## src/rtl/sprite_draw_scheduler_pkg.sv

```systemverilog
// draw_pkg: scheduler state encoding and default sprite/screen geometry shared by the draw path.
package draw_pkg;
    typedef enum logic [2:0] {IDLE, SELECT, ERASE, DRAW, NEXT, DONE} state_t;
    localparam int OBJ_IDX_W     = 4;
    localparam int DEF_SPR_W     = 8;
    localparam int DEF_SPR_H     = 8;
    localparam int DEF_SCREEN_W  = 160;
    localparam int DEF_SCREEN_H  = 120;
    localparam int DEF_BG_COLOR  = 0;
endpackage

```

## src/rtl/sprite_draw_scheduler_if.sv

```systemverilog
// sprite_draw_scheduler_if: valid/ready pixel-plot port between the scheduler and the VGA adapter.
interface sprite_draw_scheduler_if #(
    parameter int X_W     = 8,
    parameter int Y_W     = 7,
    parameter int COLOR_W = 3
);
    logic               plot_valid;
    logic               plot_ready;
    logic [X_W-1:0]     plot_x;
    logic [Y_W-1:0]     plot_y;
    logic [COLOR_W-1:0] plot_color;
    modport master (output plot_valid, plot_x, plot_y, plot_color, input plot_ready);
    modport slave (input plot_valid, plot_x, plot_y, plot_color, output plot_ready);
endinterface

```

## src/rtl/sprite_draw_scheduler_scanner.sv

```systemverilog
// sprite_pixel_scanner: raster-scans one sprite through a valid/ready pixel port.
// With DRAW_CLIP_EN defined, off-screen pixels are skipped in one cycle without asserting valid.
module sprite_pixel_scanner
    import draw_pkg::*;
#(
    parameter int SPR_W    = DEF_SPR_W,
    parameter int SPR_H    = DEF_SPR_H,
    parameter int X_W      = 8,
    parameter int Y_W      = 7,
    parameter int COLOR_W  = 3,
    parameter int SCREEN_W = DEF_SCREEN_W,
    parameter int SCREEN_H = DEF_SCREEN_H
) (
    input  logic               clk,
    input  logic               reset,
    input  logic               start,
    input  logic [X_W-1:0]     base_x,
    input  logic [Y_W-1:0]     base_y,
    input  logic [COLOR_W-1:0] color,
    input  logic               ready,
    output logic               valid,
    output logic [X_W-1:0]     x,
    output logic [Y_W-1:0]     y,
    output logic [COLOR_W-1:0] pix_color,
    output logic               last
);
    localparam int PX_W = SPR_W > 1 ? $clog2(SPR_W) : 1;
    localparam int PY_W = SPR_H > 1 ? $clog2(SPR_H) : 1;

    logic            active, vis, adv, px_end, py_end, in_screen;
    logic [PX_W-1:0] px;
    logic [PY_W-1:0] py;
    logic [X_W:0]    sx;
    logic [Y_W:0]    sy;

    assign sx        = {1'b0, base_x} + (X_W+1)'(px);
    assign sy        = {1'b0, base_y} + (Y_W+1)'(py);
    assign in_screen = sx < (X_W+1)'(SCREEN_W) && sy < (Y_W+1)'(SCREEN_H);
`ifdef DRAW_CLIP_EN
    assign vis = in_screen;
`else
    logic unused_clip;
    assign unused_clip = in_screen;
    assign vis         = 1'b1;
`endif
    assign valid     = active && vis;
    assign adv       = active && (ready || !vis);
    assign px_end    = px == PX_W'(SPR_W - 1);
    assign py_end    = py == PY_W'(SPR_H - 1);
    assign last      = adv && px_end && py_end;
    assign x         = sx[X_W-1:0];
    assign y         = sy[Y_W-1:0];
    assign pix_color = color;

    // start wins over last so an erase can hand straight over to its draw scan
    always_ff @(posedge clk or posedge reset) begin
        if (reset) begin
            active <= 1'b0;
            px     <= '0;
            py     <= '0;
        end else if (start) begin
            active <= 1'b1;
            px     <= '0;
            py     <= '0;
        end else if (adv) begin
            px     <= px_end ? '0 : px + 1'b1;
            py     <= px_end ? (py_end ? '0 : py + 1'b1) : py;
            active <= !last;
        end
    end
endmodule

```

## src/rtl/sprite_draw_scheduler.sv

```systemverilog
// sprite_draw_scheduler: per-frame erase/redraw of every object through one shared pixel-plot port.
// Clipping is compiled in with DRAW_CLIP_EN (inside sprite_pixel_scanner).
module sprite_draw_scheduler
    import draw_pkg::*;
#(
    parameter int NUM_OBJ  = 6,
    parameter int SPR_W    = DEF_SPR_W,
    parameter int SPR_H    = DEF_SPR_H,
    parameter int X_W      = 8,
    parameter int Y_W      = 7,
    parameter int COLOR_W  = 3,
    parameter int SCREEN_W = DEF_SCREEN_W,
    parameter int SCREEN_H = DEF_SCREEN_H,
    parameter int BG_COLOR = DEF_BG_COLOR
) (
    input  logic                       clk,
    input  logic                       reset,
    input  logic                       frame_tick,
    input  logic [NUM_OBJ-1:0]         obj_active,
    input  logic [NUM_OBJ*X_W-1:0]     obj_x,
    input  logic [NUM_OBJ*Y_W-1:0]     obj_y,
    input  logic [NUM_OBJ*COLOR_W-1:0] obj_color,
    sprite_draw_scheduler_if.master    plot,
    output logic [OBJ_IDX_W-1:0]       cur_obj,
    output logic                       busy,
    output logic                       frame_done,
    output logic                       overrun
);
    localparam int IDX_W = $clog2(NUM_OBJ);

    state_t               state, state_n;
    logic [OBJ_IDX_W-1:0] obj_i, obj_n;
    logic [IDX_W-1:0]     idx;
    logic [NUM_OBJ-1:0]   snap_active, prev_active;
    logic [X_W-1:0]       snap_x [NUM_OBJ];
    logic [X_W-1:0]       prev_x [NUM_OBJ];
    logic [Y_W-1:0]       snap_y [NUM_OBJ];
    logic [Y_W-1:0]       prev_y [NUM_OBJ];
    logic [COLOR_W-1:0]   snap_color [NUM_OBJ];
    logic                 start, last, erasing, final_obj;

    assign idx        = IDX_W'(obj_i);
    assign erasing    = state == ERASE;
    assign final_obj  = obj_i == OBJ_IDX_W'(NUM_OBJ - 1);
    assign cur_obj    = obj_i;
    assign busy       = state inside {SELECT, ERASE, DRAW, NEXT};
    assign frame_done = state == DONE;

    always_ff @(posedge clk or posedge reset) begin
        if (reset) begin
            state <= IDLE;
            obj_i <= '0;
        end else begin
            state <= state_n;
            obj_i <= obj_n;
        end
    end

    always_comb begin
        state_n = state;
        obj_n   = obj_i;
        start   = 1'b0;
        case (state)
            IDLE: begin
                state_n = frame_tick ? SELECT : IDLE;
                obj_n   = '0;
            end
            SELECT: begin
                state_n = prev_active[idx] ? ERASE : snap_active[idx] ? DRAW : NEXT;
                start   = prev_active[idx] || snap_active[idx];
            end
            ERASE: if (last) begin
                state_n = snap_active[idx] ? DRAW : NEXT;
                start   = snap_active[idx];
            end
            DRAW: state_n = last ? NEXT : DRAW;
            NEXT: begin
                state_n = final_obj ? DONE : SELECT;
                obj_n   = final_obj ? obj_i : obj_i + 1'b1;
            end
            DONE: state_n = IDLE;
            default: state_n = IDLE;
        endcase
    end

    // snapshot at the tick and the previous-frame table committed per object in NEXT
    always_ff @(posedge clk or posedge reset) begin
        if (reset) begin
            overrun     <= 1'b0;
            snap_active <= '0;
            prev_active <= '0;
            for (int k = 0; k < NUM_OBJ; k++) begin
                snap_x[k]     <= '0;
                snap_y[k]     <= '0;
                snap_color[k] <= '0;
                prev_x[k]     <= '0;
                prev_y[k]     <= '0;
            end
        end else begin
            overrun <= frame_tick && state != IDLE;
            if (state == IDLE && frame_tick) begin
                snap_active <= obj_active;
                for (int k = 0; k < NUM_OBJ; k++) begin
                    snap_x[k]     <= obj_x[k*X_W +: X_W];
                    snap_y[k]     <= obj_y[k*Y_W +: Y_W];
                    snap_color[k] <= obj_color[k*COLOR_W +: COLOR_W];
                end
            end
            if (state == NEXT) begin
                prev_active[idx] <= snap_active[idx];
                prev_x[idx]      <= snap_x[idx];
                prev_y[idx]      <= snap_y[idx];
            end
        end
    end

    sprite_pixel_scanner #(
        .SPR_W(SPR_W), .SPR_H(SPR_H), .X_W(X_W), .Y_W(Y_W), .COLOR_W(COLOR_W),
        .SCREEN_W(SCREEN_W), .SCREEN_H(SCREEN_H)
    ) u_scan (
        .clk       (clk),
        .reset     (reset),
        .start     (start),
        .base_x    (erasing ? prev_x[idx] : snap_x[idx]),
        .base_y    (erasing ? prev_y[idx] : snap_y[idx]),
        .color     (erasing ? COLOR_W'(BG_COLOR) : snap_color[idx]),
        .ready     (plot.plot_ready),
        .valid     (plot.plot_valid),
        .x         (plot.plot_x),
        .y         (plot.plot_y),
        .pix_color (plot.plot_color),
        .last      (last)
    );
endmodule

```

## src/flat_wrapper.sv

```systemverilog
// flat-port wrapper written by rule: the top's interface ports become plain ports
module sprite_draw_scheduler_flat import draw_pkg::*;
#(
    parameter int NUM_OBJ  = 6,
    parameter int SPR_W    = DEF_SPR_W,
    parameter int SPR_H    = DEF_SPR_H,
    parameter int X_W      = 8,
    parameter int Y_W      = 7,
    parameter int COLOR_W  = 3,
    parameter int SCREEN_W = DEF_SCREEN_W,
    parameter int SCREEN_H = DEF_SCREEN_H,
    parameter int BG_COLOR = DEF_BG_COLOR
)
  (clk, reset, frame_tick, obj_active, obj_x, obj_y, obj_color, cur_obj, busy, frame_done, overrun, plot_plot_valid, plot_plot_x, plot_plot_y, plot_plot_color, plot_plot_ready);
  sprite_draw_scheduler_if #(.X_W(X_W), .Y_W(Y_W), .COLOR_W(COLOR_W)) plot_i ();
  input  logic clk;
  input  logic reset;
  input  logic frame_tick;
  input  logic [NUM_OBJ-1:0] obj_active;
  input  logic [NUM_OBJ*X_W-1:0] obj_x;
  input  logic [NUM_OBJ*Y_W-1:0] obj_y;
  input  logic [NUM_OBJ*COLOR_W-1:0] obj_color;
  output logic [OBJ_IDX_W-1:0] cur_obj;
  output logic busy;
  output logic frame_done;
  output logic overrun;
  output wire logic [$bits(plot_i.plot_valid)-1:0] plot_plot_valid;
  output wire logic [$bits(plot_i.plot_x)-1:0] plot_plot_x;
  output wire logic [$bits(plot_i.plot_y)-1:0] plot_plot_y;
  output wire logic [$bits(plot_i.plot_color)-1:0] plot_plot_color;
  input wire logic [$bits(plot_i.plot_ready)-1:0] plot_plot_ready;
  assign plot_plot_valid = plot_i.plot_valid;
  assign plot_plot_x = plot_i.plot_x;
  assign plot_plot_y = plot_i.plot_y;
  assign plot_plot_color = plot_i.plot_color;
  assign plot_i.plot_ready = plot_plot_ready;
  sprite_draw_scheduler #(.NUM_OBJ(NUM_OBJ), .SPR_W(SPR_W), .SPR_H(SPR_H), .X_W(X_W), .Y_W(Y_W), .COLOR_W(COLOR_W), .SCREEN_W(SCREEN_W), .SCREEN_H(SCREEN_H), .BG_COLOR(BG_COLOR)) u_core (.clk(clk), .reset(reset), .frame_tick(frame_tick), .obj_active(obj_active), .obj_x(obj_x), .obj_y(obj_y), .obj_color(obj_color), .plot(plot_i), .cur_obj(cur_obj), .busy(busy), .frame_done(frame_done), .overrun(overrun));
endmodule
```

## config.mk

```make
export PLATFORM = sky130hd
export DESIGN_NAME = sprite_draw_scheduler_flat
export DESIGN_NICKNAME = d
export VERILOG_FILES = /design/src/rtl/sprite_draw_scheduler_pkg.sv /design/src/rtl/sprite_draw_scheduler_if.sv /design/src/rtl/sprite_draw_scheduler_scanner.sv /design/src/rtl/sprite_draw_scheduler.sv /design/src/flat_wrapper.sv
export SDC_FILE = /design/constraint.sdc
export NUM_CORES = 1
export LEC_CHECK = 0
export ABC_AREA = 0
export CORE_MARGIN = 5
export CORE_UTILIZATION = 45
export DETAILED_ROUTE_END_ITERATION = 8
export PLACE_DENSITY_LB_ADDON = 0.08
export SYNTH_ARGS = -nofsm -noshare
export SYNTH_HDL_FRONTEND = slang
export SYNTH_SLANG_ARGS = --single-unit
```

## constraint.sdc

```tcl
create_clock -name clk -period 18.3 [get_ports clk]
set_clock_uncertainty 0.15 [all_clocks]
set_input_delay 2.745 -clock clk [delete_from_list [all_inputs] [get_ports clk]]
set_output_delay 2.745 -clock clk [all_outputs]
set_load 0.005 [all_outputs]
```

* Word-level counts from Yosys, hierarchy flattened
Index checks and enable logic that the tools add are counted.
** Operators by class
- Equality and inequality tests :: 10
- Order comparisons :: 4
- Bitwise operators :: 1
- Reductions and logical operators :: 17
- $add $sub $neg :: 5
- Multiplexer cells :: 51
** Operators by type and width (count)
- 8-bit binary-select mux with 3-bit select :: 2
- 48-bit bitwise mux :: 1
- 8-bit 2-to-1 mux :: 6
- 3-bit 2-to-1 mux :: 15
- 7-bit binary-select mux with 3-bit select :: 2
- 42-bit bitwise mux :: 1
- 7-bit 2-to-1 mux :: 6
- 8-bit demux with 3-bit select :: 1
- 7-bit demux with 3-bit select :: 1
- 3-bit one-hot mux with 5 select lines :: 1
- 3-bit == test (second input constant) :: 4
- 3-bit binary-select mux with 3-bit select :: 1
- 8-bit by 3-bit adder with 8-bit output :: 1
- 4-bit one-hot mux with 2 select lines :: 1
- 7-bit by 3-bit adder with 7-bit output :: 1
- 1-bit logical AND :: 7
- 1-bit 2-to-1 mux :: 7
- 3-bit by 1-bit adder with 3-bit output (second input constant) :: 2
- 1-bit binary-select mux with 3-bit select :: 2
- 6-bit bitwise mux :: 1
- 3-bit by 2-bit == test with 1-bit output (second input constant) :: 2
- 2-bit nonzero test :: 3
- 4-bit by 1-bit adder with 4-bit output (second input constant) :: 1
- 4-bit by 3-bit == test with 1-bit output (second input constant) :: 1
- other kinds (17) :: 18
** Storage, ports and cells
- Output and inout port bits :: 26
- Logic and storage cells :: 126
- Bits in registers :: 225

* Longest topological paths before layout
Gate-level depths: netlist (run 1).
- Depth after elaboration :: 7
- Gate-level depth with buffers :: 19
- Mapped depth without buffers :: 14

* Cells and area by module
Synthesis (run 1) repeated with hierarchy kept, for this count alone.
** Second synthesis, totals
- Cells, all modules :: 846
- Area, all modules :: 10933.0 µm²
** Modules (own cells, without submodules)
- sprite_draw_scheduler :: cells an instance 769, times used 1, seq. area each 5455.2 µm², area each 10229.8 µm²
- sprite_pixel_scanner :: cells an instance 77, times used 1, seq. area each 175.2 µm², area each 703.2 µm²

* Worst setup path before layout (run 1)
Ideal clock, no wire load.
- Kind :: register to output
- Start :: reg u_core.obj_i[0] (netlist: u_core.cur_obj[0])
- End :: out plot_plot_y[6]
- Data required time :: 15.405 ns
- Data arrival time :: 3.061 ns
- Path slack :: 12.344 ns
- Cell stages (with the launch flop) :: 17
- Cell sequence :: dfrtp_1 > buf_4 > buf_2 > buf_2 > clkbuf_1 > a221oi_1 > a21oi_1 > nand2_1 > o31ai_1 > ha_1 > inv_1 > fa_1 > inv_1 > a21oi_1 > nor3_4 > nand3_2 > xor2_1
** Between the ends
- Cells in the longest elaborated chain, start to end :: 6
** Ends and longest elaborated chain
- start, declared :: RTL line sprite_draw_scheduler.sv:32 : logic [OBJ_IDX_W-1:0] obj_i, obj_n;
- start signal, assigned :: RTL line sprite_draw_scheduler.sv:55 : obj_i <= obj_n;
- 3-bit NOT with 4-bit output (not written as such) (*) :: RTL line sprite_draw_scheduler.sv:125 : .base_y (erasing ? prev_y[idx] : snap_y[idx]),
- 7-bit binary-select mux with 3-bit select :: RTL line sprite_draw_scheduler.sv:125
- 7-bit 2-to-1 mux (not written as such) (2 in series) :: RTL line sprite_draw_scheduler.sv:125
- 7-bit 2-to-1 mux (*) :: RTL line sprite_draw_scheduler.sv:125
- 7-bit by 3-bit adder with 7-bit output (*) :: RTL line sprite_draw_scheduler_scanner.sv:37 : assign sy = {1'b0, base_y} + (Y_W+1)'(py);
- end, declared :: RTL line flat_wrapper.sv:29 : output wire logic [$bits(plot_i.plot_y)-1:0] plot_plot_y;
Every way passes the cells marked *; elsewhere a longest branch is shown, timed or not. The select of a mux whose other input is x is not followed.

* Worst setup path in the final report (run 1)
- Start :: reg u_core.obj_i[1] (netlist: u_core.cur_obj[1])
- End :: out plot_plot_x[7]
** Between the ends
- Cells in the longest elaborated chain, start to end :: 6
** Ends and longest elaborated chain
- 3-bit NOT with 4-bit output (not written as such) (*) :: RTL line sprite_draw_scheduler.sv:124 : .base_x (erasing ? prev_x[idx] : snap_x[idx]),
- 8-bit binary-select mux with 3-bit select :: RTL line sprite_draw_scheduler.sv:124
- 8-bit 2-to-1 mux (not written as such) (2 in series) :: RTL line sprite_draw_scheduler.sv:124
- 8-bit 2-to-1 mux (*) :: RTL line sprite_draw_scheduler.sv:124
- 8-bit by 3-bit adder with 8-bit output (*) :: RTL line sprite_draw_scheduler_scanner.sv:36 : assign sx = {1'b0, base_x} + (X_W+1)'(px);
- end, declared :: RTL line flat_wrapper.sv:28 : output wire logic [$bits(plot_i.plot_x)-1:0] plot_plot_x;
Marked as above.

==> impl_results.md, run 1 <==
* Status: complete, no violations
* CP Class: reg -> out
* HP Class: reg -> reg
* Synth Warn # at 0
* Drt pass-1 iters at 5
* Commonest cells post-synth: dfrtp_1 (225), mux2_2 (225), nand2_1 (38)
* Port bufs at 143
* Share of cells above drive strength 1 at 0.326
* Hold Fails Final Rpt at 0
* Final nets at 1,098
* Main synth FF type: dfrtp_1
* Die height at 167 um
* Avg Cell Area, Syn at 13.1 um2
* Root Driver: clkbuf_16
* Post-Synth Adder-Cell Area at 0.0172
* Area Overhead vs Synth at 21.6%
* Fin Setup TNS at 0 ps
* Rel. slew slack at 0.341
* Number of buffers created by CTS at 25
* Critical Path AT at 5510 ps
* Overall routing resource usage at 0.186
* First-pass GRT wire length at 42,000 um
* Largest family of logic cells by synthesized area: multiplexers
* Starting Density at 0.455
* Pin count of the biggest net entering global routing at 102
* Area post-placement at 12,600 um2
* Worst-skew pair later-pin latency at 510 ps
* Design area at 13,400 um2
* Clock sinks at 225
* Final setup viols at 0
* CP required at 15,410 ps
* # DRC at 0
* Unrepaired setup endpoints after global routing: false
* Routed Antenna Nets at 0
* # H-tree levels at 1
* Post-synthesis xor/xnor area fraction at 0.00793
* Synth Area in Compound Gates at 0.0779
* Post-DR wirelength/cell at 20.1 um
* Mapped cell area at 11,000 um2
* P_leak at 5.75 nW
* Crit end category: primary output
* Die X-Extent at 167 um
* Core Area at 24,200 um2
* Peak supply drop at 0.0000954 V
* CTS tree: yes
* Post-CTS Setup Inserts at 0
* Routed WL at 26,300 um
* Power per cell area at 156 nW/um2
* Fill count at 2,084
* Fraction of the mapped netlist area in simple logic gates at 0.0626
* Max_cap viols at 0
* Hpwl dp at 17,200 um
* Grt ovf at 0
* Synth async-reset ratio at 1.00
* # diodes at 0
* Area contributors post-synth: dfrtp_1 (51%), mux2_2 (23%), mux4_2 (2.4%), mux2i_1 (2.1%), a221oi_1 (2.0%)
* Row Count at 57
* Max-slew violation count at 0
* Least-Margin Pin Slew at 986 ps
* Hold_buf cts at 0
* CP Max Fanout at 20
* Vias in the first global route at 7,442
* EDFF count, synth at 0
* Top-area cell type share of the netlist area at 0.510
* Mapped Nets at 973
* Seq/Total Area, Yosys at 0.510
* Minimum clock period at 8410 ps
* Final RePlAce weighted congestion at 0.742
* Initial antenna violation count at 2
* # resized after CTS at 0
* Crit path launch type: flip-flop
* #FFs+latches synth at 225
* Clock transition at the registers of the reported paths at 60 ps
* DR iter-0 viols at 380
* Die ar. at 27,800 um2
* Unique masters post-synth at 66
* Power after layout at 2.09 mW
* Mux cell area share after synthesis at 0.289
* Synth Instances at 841
* # IOs at 144
* Peak Freq at 119 MHz
* Via count at 7,152
* CTS Buffer Depth at 3
* Final Cycle Share at 0.459
* Synth area leader: dfrtp_1
* Via density at 5.47
-- through the flow --
stage,util,std cells,setup slack (ps),hold WS [ps]
finish,0.554,1307,9890,328
detailed placement,0.521,1263,10350,317
CTS,0.554,1307,9790,331
global route,0.554,1307,9500,352
floorplan,-,841,9240,294
global placement,0.521,1263,10490,308
-- area by class of cell --
cell class | count | area (um2) | share of cell area
Inverter | 12 | 52.6 | 0.00391
Multi-Input combinational cell | 547 | 5030 | 0.374
Timing Repair Buffer | 155 | 1520 | 0.113
Sequential cell | 225 | 5640 | 0.420
Clock buffer | 39 | 758 | 0.0565
Tap cell | 324 | 405 | 0.0302
Clock inverter | 5 | 27.5 | 0.00205
-- registers in the layout (all words and copies together) (netlist names) --
register,flops
u_core.u_scan.px,3
u_core.snap_color,18
u_core.snap_y,42
u_core.u_scan.py,3
u_core.overrun,1
u_core.snap_active,6
u_core.prev_active,6
u_core.state,3
u_core.prev_x,48
u_core.prev_y,42
u_core.cur_obj,4
u_core.snap_x,48
u_core.u_scan.valid,1
-- metal layers --
layer / GRT usage / vias up / part of all wire
met4: 0.0331 / 4 / 0.014
met3: 0.0491 / 36 / 0.067
met5: 0 / - / 0.00095
met1: 0.267 / 3610 / 0.47
li1: - / 3344 / -
met2: 0.288 / 158 / 0.44
-- cell usage in the layout (no fill, tap or decap), drive strengths merged, types with 4 or more instances in the layout --
cell           instances
xor2                   6
clkbuf                39
nand2                 40
mux2                 237
and2                   6
nor3                   6
a221o                  5
ha                    12
mux4                  12
buf                   12
o21ai                 34
xnor2                  4
nor2b                 12
nand3                 14
inv                   11
clkinv                 5
nand2b                 6
dfrtp                225
a211oi                 4
a221oi                27
clkdlybuf4s50        143
nor2                  25
o31ai                  6
mux2i                 23
a21oi                 34
-- worst paths after layout --
check | startpoint | to | slack (ps) | depth (start not counted)
max in group asynchronous | reset | u_core.prev_x[28]$_DFFE_PP0P_ | 14030 | 3
worst min-delay path | u_core.prev_x[43]$_DFFE_PP0P_ | u_core.prev_x[43]$_DFFE_PP0P_ | 330 | 2
worst max register to register | u_core.cur_obj[1]$_DFFE_PP0P_ | u_core.u_scan.valid$_DFFE_PP0P_ | 14660 | 8
worst max-delay path | u_core.cur_obj[1]$_DFFE_PP0P_ | plot_plot_x[7] | 9890 | 15
worst min register to register | u_core.prev_x[43]$_DFFE_PP0P_ | u_core.prev_x[43]$_DFFE_PP0P_ | 330 | 2
min in group asynchronous | reset | u_core.prev_y[2]$_DFFE_PP0P_ | 2570 | 2
-- critical path: stages (launching register included) --
cell	delay (ps)
dfrtp_1	850
buf_4	440
clkinv_1	570
buf_4	450
a221oi_1	290
a21oi_1	180
nand2_1	160
o21ai_0	90
ha_1	290
a21o_1	110
a21oi_1	110
or2_2	300
o32ai_2	140
nand3_1	230
xor2_1	220
clkdlybuf4s50_1	520
-- power breakdown --
part           total, mW  internal (mW)  switching (mW)
combinational      0.842          0.459           0.383
clock              0.479          0.283           0.197
sequential         0.770          0.673          0.0967
-- cells by family (layout without fill, tap and decap cells) --
group | count (synthesis) | in the layout
AO/OA/AOI/OAI | 125 | 125
XOR/XNOR | 10 | 10
adder cells (fa/ha/maj) | 14 | 14
buffers and inverters | 69 | 211
flip-flops | 225 | 225
multiplexers | 272 | 272
AND/OR/NAND/NOR | 126 | 126
Power figures use the tool's default switching activity.
==> inputs of run 2 (changes only) <==
Clock period 18.3 ns to 8.1 ns, I/O delays scaled along.
==> run 2 against run 1 <==
Compared with the run above:
- power grew 130%
- setup slack lost 8000 ps
- non-clock buffer count grew 2
- utilization grew 0.48 points
- cell count grew 0.46%
- sequential share of layout area shrank 0.36 points
- design area grew 0.87%
- critical endpoint unchanged
- highest routed layer unchanged
==> impl_results.md, run 2 (synthesis results as in run 1) <==
* Vias in the first global route at 7,326 (was 7,442)
* Least-Margin Pin Slew at 1030 ps (was 986 ps)
* Most common cell after layout, fill and taps aside: mux2_2 (unchanged)
* HP Class: reg -> reg (unchanged)
* DR iter-0 viols at 422 (was 380)
* Minimum clock period at 6240 ps
* Hold Fails Final Rpt at 0 (unchanged)
* Row Count at 57 (unchanged)
* Flop2flop setup slack at 4880 ps (was 14,660 ps)
* Clock transition at the registers of the reported paths at 60 ps (about the same)
* Share of cells above drive strength 1 at 0.328 (was 0.326)
* Crit path launch type: flip-flop (unchanged)
* Fin Setup TNS at 0 ps (unchanged)
* Overall routing resource usage at 0.186 (about the same)
* Die ar. at 27,800 um2 (unchanged)
* CP Class: reg -> out (unchanged)
* HP Start: u_core.prev_active[1]$_DFFE_PP0P_ (was u_core.prev_x[43]$_DFFE_PP0P_)
* Commonest non-fill, non-tap cells in the layout: mux2_2 (225), dfrtp_1 (223), clkdlybuf4s50_1 (143), nand2_1 (38) (unchanged)
* Hold endpoint: u_core.prev_active[1]$_DFFE_PP0P_ (was u_core.prev_x[43]$_DFFE_PP0P_)
* Crit end category: primary output (unchanged)
* Unrepaired setup endpoints after global routing: false (unchanged)
* Status: complete, no violations (unchanged)
* Final RePlAce weighted congestion at 0.741 (was 0.742)
* Starting Density at 0.455 (unchanged)
* Final Worst Setup Slack at 1860 ps (was 9890 ps)
* Initial antenna violation count at 1 (was 2)
* Rel. slew slack at 0.314 (was 0.341)
* Cells on worst reg2reg path at 4 (was 8)
* Min Hold Slack at 327 ps (was 328 ps)
* CP Max Fanout at 55 (was 20)
* Area Overhead vs Synth at 22.7% (was 21.6%)
* Area post-placement at 12,700 um2 (was 12,600 um2)
* Final nets at 1,101 (was 1,098)
* Grt ovf at 0 (unchanged)
* Hpwl dp at 17,100 um (was 17,200 um)
* Area occupied by multi-input gates at 5030 um2 (unchanged)
* # H-tree levels at 1 (unchanged)
* Drt pass-1 iters at 6 (was 5)
* Final Cycle Share at 0.770
* Peak supply drop at 0.000197 V (was 0.0000954 V)
* Clock sinks at 225 (unchanged)
* FF/Latch Area at 5640 um2 (unchanged)
* R2R Path End: u_core.prev_y[12]$_DFFE_PP0P_ (was u_core.u_scan.valid$_DFFE_PP0P_)
* P_leak at 5.80 nW (was 5.75 nW)
* First-pass GRT wire length at 42,000 um (about the same)
* Critical Path AT at 4870 ps (was 5510 ps)
* Largest regs: u_core.prev_x (48), u_core.snap_x (48) (unchanged)
* CTS Buffer Depth at 3 (unchanged)
* # diodes at 0 (unchanged)
* Port bufs at 143 (unchanged)
* Hold_buf cts at 0 (unchanged)
* Pin count of the biggest net entering global routing at 84 (was 102)
* Routed Antenna Nets at 0 (unchanged)
* Max_cap viols at 0 (unchanged)
* Max-slew violation count at 0 (unchanged)
* Post-CTS Setup Inserts at 0 (unchanged)
* Min-Delay Path Depth at 2 (unchanged)
* Die height at 167 um (unchanged)
* Via density at 5.44 (was 5.47)
* Power after layout at 4.84 mW (was 2.09 mW)
* Die X-Extent at 167 um (unchanged)
* # DRC at 0 (unchanged)
* R2r startpoint: u_core.cur_obj[2]$_DFFE_PP0P_ (was u_core.cur_obj[1]$_DFFE_PP0P_)
* # IOs at 144 (unchanged)
* Root Driver: clkbuf_16 (unchanged)
* Via count at 7,148 (was 7,152)
* Number of buffers created by CTS at 26 (was 25)
* Post-place setup slack at 2320 ps (was 10,350 ps)
* Worst-skew pair later-pin latency at 520 ps (was 510 ps)
* Power per cell area at 357 nW/um2 (was 156 nW/um2)
* Post-DR wirelength/cell at 19.8 um (was 20.1 um)
* Final setup viols at 0 (unchanged)
* Core Area at 24,200 um2 (unchanged)
* CP required at 6730 ps (was 15,410 ps)
* Routed WL at 26,000 um (was 26,300 um)
* # resized after CTS at 0 (unchanged)
* CTS tree: yes (unchanged)
* Peak Freq at 160 MHz
* Fill count at 2,084 (unchanged)
* Design area at 13,500 um2 (was 13,400 um2)
-- run 2: worst max path at each step --
stage	startpoint	endpoint	slack (ps)
after floorplan	reset	u_core.cur_obj[0]$_DFFE_PP0P_	570
after global placement	u_core.cur_obj[2]$_DFFE_PP0P_	plot_plot_y[6]	2400
after detailed placement	u_core.cur_obj[2]$_DFFE_PP0P_	plot_plot_y[6]	2320
after CTS	u_core.cur_obj[2]$_DFFE_PP0P_	plot_plot_x[7]	1740
after global routing	u_core.cur_obj[2]$_DFFE_PP0P_	plot_plot_y[6]	1580
final	u_core.cur_obj[2]$_DFFE_PP0P_	plot_plot_x[7]	1860
-- run 2: where the power goes --
group	total, mW	leakage [nW]	switching (mW)	internal [mW]
Clock	1.20	0.433	0.457	0.743
Sequential	1.76	2.86	0.236	1.52
Combinational	1.88	2.51	0.838	1.04
-- run 2: per-stage QoR --
| stage | std cells | utilization |
|---|---|---|
| after global placement | 1265 | 0.522 |
| final | 1313 | 0.559 |
| after floorplan | 841 | - |
| after global routing | 1313 | 0.559 |
| after CTS | 1313 | 0.559 |
| after detailed placement | 1265 | 0.522 |
-- run 2: critical path, cell delays in order (launching register included) --
cell and delay [ps]:
dfrtp_4 770, nor2b_4 660, buf_4 430, a221o_1 200, o21ai_0 100, o21ai_0 190, ha_1 260, a21o_1 180
a21oi_1 300, or2_2 180, o32ai_2 80, nand3_1 130, xor2_1 290, clkdlybuf4s50_1 570
-- run 2: metal layers --
metal  global-route usage  wire, um
met1                0.274     12000
met2                0.275     11400
met3               0.0491      1800
met4               0.0512       742
met5                    0        13
-- run 2: final cells by class --
class	count	area share
sequential	225	0.416
timing repair buffer	157	0.113
clock inverter	9	0.00933
clock buffer	39	0.0562
tap	324	0.0299
inverter	12	0.00388
multi-input combinational	547	0.371
